===== src/rtl/fifo_wr_arbiter.sv =====
// Round-robin write-port arbiter for the async FIFO: bounded bursts per grant,
// throttled on full/almost_full, registered wr_en/wr_data into the FIFO.
module fifo_wr_arbiter #(
    parameter int unsigned WIDTH     = 8,
    parameter int unsigned NREQ      = 4,
    parameter int unsigned MAX_BURST = 4,
    parameter int unsigned IDW       = $clog2(NREQ)
) (
    input  logic                  wr_clk,
    input  logic                  rstn,
    input  logic [NREQ-1:0]       req,
    input  logic [NREQ*WIDTH-1:0] req_data,
    output logic [NREQ-1:0]       gnt,
    output logic                  wr_en,
    output logic [WIDTH-1:0]      wr_data,
    input  logic                  full,
    input  logic                  almost_full,
    input  logic                  overflow,
    input  logic                  clr_err,
    output logic                  busy,
    output logic [IDW-1:0]        owner,
    output logic                  ovf_err
);

    localparam int unsigned CntW = $clog2(MAX_BURST + 1);

    typedef enum logic [1:0] {StIdle, StBurst, StStall} state_e;

    state_e            state_q, state_d;
    logic [IDW-1:0]    owner_q, owner_d;
    logic [IDW-1:0]    rr_ptr_q, rr_ptr_d;
    logic [CntW-1:0]   burst_cnt_q, burst_cnt_d;
    logic              wr_en_q, wr_en_d;
    logic [WIDTH-1:0]  wr_data_q, wr_data_d;
    logic              ovf_err_q, ovf_err_d;

    logic [WIDTH-1:0]  req_words [NREQ];
    logic [IDW-1:0]    pick;
    logic [IDW-1:0]    owner_inc;
    logic              space_ok;
    logic              owner_req;
    logic              last_word;
    logic              accept;

    for (genvar i = 0; i < NREQ; i++) begin : g_unpack
        assign req_words[i] = req_data[i*WIDTH +: WIDTH];
    end

    // First requesting index at or above rr_ptr, wrapping around.
    always_comb begin
        int unsigned    idx;
        logic [IDW-1:0] cand;
        logic           found;
        pick  = rr_ptr_q;
        found = 1'b0;
        idx   = 0;
        cand  = '0;
        for (int unsigned k = 0; k < NREQ; k++) begin
            idx  = (int'(rr_ptr_q) + k) % NREQ;
            cand = IDW'(idx);
            if (!found && req[cand]) begin
                pick  = cand;
                found = 1'b1;
            end
        end
    end

    // full lags an in-flight write by one edge, so reserve a slot for it.
    assign space_ok  = !full && !(wr_en_q && almost_full);
    assign owner_req = req[owner_q];
    assign last_word = (burst_cnt_q == CntW'(MAX_BURST - 1));
    assign owner_inc = (owner_q == IDW'(NREQ - 1)) ? '0 : owner_q + IDW'(1);
    assign accept    = (state_q == StBurst) && owner_req && space_ok &&
                       (burst_cnt_q < CntW'(MAX_BURST));

    always_comb begin
        state_d     = state_q;
        owner_d     = owner_q;
        rr_ptr_d    = rr_ptr_q;
        burst_cnt_d = burst_cnt_q;
        wr_en_d     = 1'b0;
        wr_data_d   = wr_data_q;
        gnt         = '0;

        unique case (state_q)
            StIdle: begin
                if (|req) begin
                    owner_d     = pick;
                    burst_cnt_d = '0;
                    state_d     = StBurst;
                end
            end
            StBurst: begin
                if (accept) begin
                    gnt[owner_q] = 1'b1;
                    wr_en_d      = 1'b1;
                    wr_data_d    = req_words[owner_q];
                    burst_cnt_d  = burst_cnt_q + CntW'(1);
                end
                if (!owner_req || (accept && last_word)) begin
                    state_d  = StIdle;
                    rr_ptr_d = owner_inc;
                end else if (!space_ok) begin
                    state_d = StStall;
                end
            end
            StStall: begin
                if (!owner_req) begin
                    state_d  = StIdle;
                    rr_ptr_d = owner_inc;
                end else if (space_ok) begin
                    state_d = StBurst;
                end
            end
            default: state_d = StIdle;
        endcase
    end

    // Set wins over clear.
    assign ovf_err_d = overflow | (ovf_err_q & ~clr_err);

    always_ff @(posedge wr_clk or negedge rstn) begin
        if (!rstn) begin
            state_q     <= StIdle;
            owner_q     <= '0;
            rr_ptr_q    <= '0;
            burst_cnt_q <= '0;
            wr_en_q     <= 1'b0;
            wr_data_q   <= '0;
            ovf_err_q   <= 1'b0;
        end else begin
            state_q     <= state_d;
            owner_q     <= owner_d;
            rr_ptr_q    <= rr_ptr_d;
            burst_cnt_q <= burst_cnt_d;
            wr_en_q     <= wr_en_d;
            wr_data_q   <= wr_data_d;
            ovf_err_q   <= ovf_err_d;
        end
    end

    assign wr_en   = wr_en_q;
    assign wr_data = wr_data_q;
    assign busy    = (state_q != StIdle);
    assign owner   = owner_q;
    assign ovf_err = ovf_err_q;

endmodule


===== config.mk =====
export PLATFORM = sky130hd
export DESIGN_NAME = fifo_wr_arbiter
export DESIGN_NICKNAME = d
export VERILOG_FILES = /design/src/rtl/fifo_wr_arbiter.sv
export SDC_FILE = /design/constraint.sdc
export NUM_CORES = 1
export LEC_CHECK = 0
export ABC_AREA = 0
export BUFFER_PORTS_ARGS = -buffer_cell sky130_fd_sc_hd__buf_2
export CORE_MARGIN = 3
export CORE_UTILIZATION = 45
export CTS_CLUSTER_SIZE = 28
export DETAILED_ROUTE_END_ITERATION = 6
export GPL_TIMING_DRIVEN = 0
export PLACE_DENSITY = 0.78
export SYNTH_ARGS = -nofsm -noshare
export SYNTH_HDL_FRONTEND = slang
export SYNTH_SLANG_ARGS = --single-unit

===== constraint.sdc =====
create_clock -name wr_clk -period 2.3 [get_ports wr_clk]
set_clock_uncertainty 0.2 [all_clocks]
set_input_delay 0.23 -clock wr_clk [delete_from_list [all_inputs] [get_ports wr_clk]]
set_output_delay 0.23 -clock wr_clk [all_outputs]
set_load 0.005 [all_outputs]

==> impl_metrics.env <==
export IMPL_synth_cells=104
export IMPL_synth_seq_area_share=0.386
export IMPL_synth_nets=152
export IMPL_r2r_start="owner[0]"
export IMPL_clkTransAtPathRegs_ns=0.12
export IMPL_critPathMaxFanout=13
export IMPL_drt_wl_total_mm=2.97
export IMPL_rrSetupSlack_ns=0.35
export IMPL_hold_path_class="input port to register"
export IMPL_ys_warn_count=0
export IMPL_outcome="complete, no violations"
export IMPL_setup_violations=0
export IMPL_final_max_slew_viol_count=0
export IMPL_leakage_nw=0.799
export IMPL_rsz0062_at_grt="false"
export IMPL_synth_flop_cell="dfrtp_1"
export IMPL_seqPwrFrac=0.338
export IMPL_end_kind="output port"
export IMPL_switchingPower_mw=0.635
export IMPL_wl_per_cell_um=14.8
export IMPL_synth_most_common_cell="dfrtp_1"
export IMPL_grt_pass1_wl_mm=4.74
export IMPL_dp_hpwl_mm=2.30
export IMPL_viasPerCell=5.35
export IMPL_core_mm2=0.00254
export IMPL_hold_start="full"
export IMPL_synth_area_top_cells="dfrtp_1 39%, mux4_2 16%, mux2_2 9.1%"
export IMPL_hold_depth=4
export IMPL_grt_usage=0.184
export IMPL_start_kind="register"
export IMPL_fmax_mhz=469
export IMPL_synth_common_cells="19 x dfrtp_1, 10 x mux2_2, 9 x mux4_2"
export IMPL_cts_tree="built"
export IMPL_num_vias=1069
export IMPL_worstPathArrival_ns=1.70
export IMPL_setup_tns_ns=0
export IMPL_n_fill_cell=208
export IMPL_numPortBuffers=57
export IMPL_syn_area_mm2=0.00123
export IMPL_r2r_cells=4
export IMPL_synthDistinctLibCells=30
export IMPL_hold_viol=0
export IMPL_drive_gt1_frac=0.535
export IMPL_finish_utilization=0.641
export IMPL_peakVddDrop_uv=726
export IMPL_yosysTopAreaCell="dfrtp_1"
export IMPL_crit_type="register to output port"
export IMPL_dieArea_mm2=0.00340
export IMPL_async_reset_ff_frac=1.00
export IMPL_io_pins=59
export IMPL_ys_ff_latch=19
export IMPL_firstDrtPassIters=4
export IMPL_chipWidth_um=58.3
export IMPL_antenna_cells=0
export IMPL_combPwrFrac=0.563
export IMPL_worstReg2RegEnd="wr_data[4]"
export IMPL_pwr_share_clk=0.099
export IMPL_power_density_mw_per_mm2=1060
export IMPL_cts_htree_levels=1
export IMPL_clk_latency_ns=0.31
export IMPL_layout_min_cycle_time_ns=2.13
export IMPL_syn_area_per_cell_um2=11.9
export IMPL_cts_made_buffers=3
export IMPL_worstMarginPinSlew_ns=0.756
export IMPL_p_int_mw=1.09
export IMPL_start_util=0.484
export IMPL_gp_congestion=0.745
export IMPL_drc=0
export IMPL_ctsRootBufferMaster="clkbuf_4"
export IMPL_rows=18
export IMPL_syn_to_final_growth_pct=32.3
export IMPL_synth_edf_count=0
export IMPL_cap_violations=0
export IMPL_dp_cells=191
export IMPL_die_h_um=58.3
export IMPL_nets=219
export IMPL_post_route_period_util=0.927
export IMPL_crit_path_start="owner[0]"
export IMPL_gr_total_overflow=0
export IMPL_final_antenna_net_count=0
export IMPL_min_to="state_q[0]"
export IMPL_instances_no_fill=200
export IMPL_cts_sinks=19
export IMPL_relSlewSlack=0.490
export IMPL_synth_top_area_share=0.386
export IMPL_grt_antenna_before_repair=0
export IMPL_grt_pass1_vias=1040
export IMPL_cts_buffer_depth=2
export IMPL_grt_max_degree=20
export IMPL_drtIter0Drc=33
export IMPL_switching_share=0.368
export IMPL_cp_required_ns=1.87
==> cell usage in the layout, fill, tap and decap left out, types with 2 or more instances in the layout <==
cell type	instances
clkbuf_4	3
mux2_2	10
buf_2	58
nor2b_1	4
and2_1	4
nand2_1	6
buf_4	4
nor2_1	3
o21ai_0	5
nor3b_1	2
dfrtp_1	18
dlygate4sd3_1	3
inv_1	8
ha_1	6
a21o_1	2
a21oi_1	6
mux4_2	9
==> registers in the layout (all words and copies together), names as in the netlist <==
| name | flops |
|---|---|
| rr_ptr_q | 2 |
| burst_cnt_q | 3 |
| state_q | 2 |
| wr_data | 8 |
| wr_en | 1 |
| ovf_err | 1 |
| owner | 2 |
==> timing repair <==
action / in CTS / in global routing
pin swaps: 1 / 0
resized for setup: 1 / 2
endpoints found under the setup margin: 4 / 4
endpoints found under the hold margin: 20 / 0
hold buffers: 3 / 0
setup buffers: 2 / 2
==> critical path, cell delays in order (launching register included) <==
cell and delay (ns):
dfrtp_2 0.39, mux4_2 0.52, and4_4 0.21, and2_1 0.16, buf_2 0.12
==> per-layer routing <==
layer | wire, µm | GRT usage
met4 | 68 | 0.0497
met3 | 172 | 0.0482
met5 | 0 | 0
met1 | 1210 | 0.253
met2 | 1520 | 0.290
==> metrics by stage <==
step | hold slack [ns] | instance area, µm² | power [mW] | worst slack (ns)
floorplan | -0.266 | 1230 | 1.23 | 0.253
global placement | -0.0168 | 1560 | 1.48 | 0.0721
detailed placement | -0.0134 | 1560 | 1.53 | 0.0664
CTS | 0.0600 | 1620 | 1.72 | 0.0236
global route | 0.0935 | 1630 | 1.88 | 0.0395
finish | 0.0810 | 1630 | 1.72 | 0.168
==> logic make-up (layout without fill, tap and decap cells) <==
| kind of cell | count (synthesis) | count (layout) | share of synthesized area |
|---|---|---|---|
| buf+inv | 14 | 80 | 0.0619 |
| fa+ha+maj | 6 | 6 | 0.0609 |
| flops | 19 | 19 | 0.386 |
| simple gates | 23 | 23 | 0.109 |
| mux | 20 | 20 | 0.268 |
| xor+xnor | 1 | 1 | 0.00711 |
| compound gates | 21 | 21 | 0.108 |
==> area by class of cell <==
class,instances,area (µm²),share of cell area
multi-input cells,71,688,0.422
flip-flops and latches,19,477,0.292
repair buffers,64,345,0.212
well taps,30,37.5,0.0230
inverters,8,30.0,0.0184
plain buffers,4,25.0,0.0153
clock buffers,3,22.5,0.0138
clock inverters,1,5.00,0.00307
==> power groups by stage <==
| stage | clock [mW] | combinational [mW] | sequential [mW] |
|---|---|---|---|
| after global placement | 0 | 0.892 | 0.589 |
| after CTS | 0.177 | 0.962 | 0.581 |
| after detailed placement | 0 | 0.929 | 0.597 |
| after global routing | 0.191 | 1.08 | 0.604 |
| after floorplan | 0 | 0.640 | 0.589 |
| final | 0.171 | 0.971 | 0.582 |
==> worst max path at each step <==
stage,end,slack [ns],depth (start not counted)
finish,gnt[1],0.17,4
floorplan,wr_data[6],0.25,5
CTS,gnt[1],0.02,5
detailed placement,gnt[1],0.07,6
global placement,gnt[3],0.07,6
global route,gnt[2],0.04,6
Power figures use the tool's default switching activity.
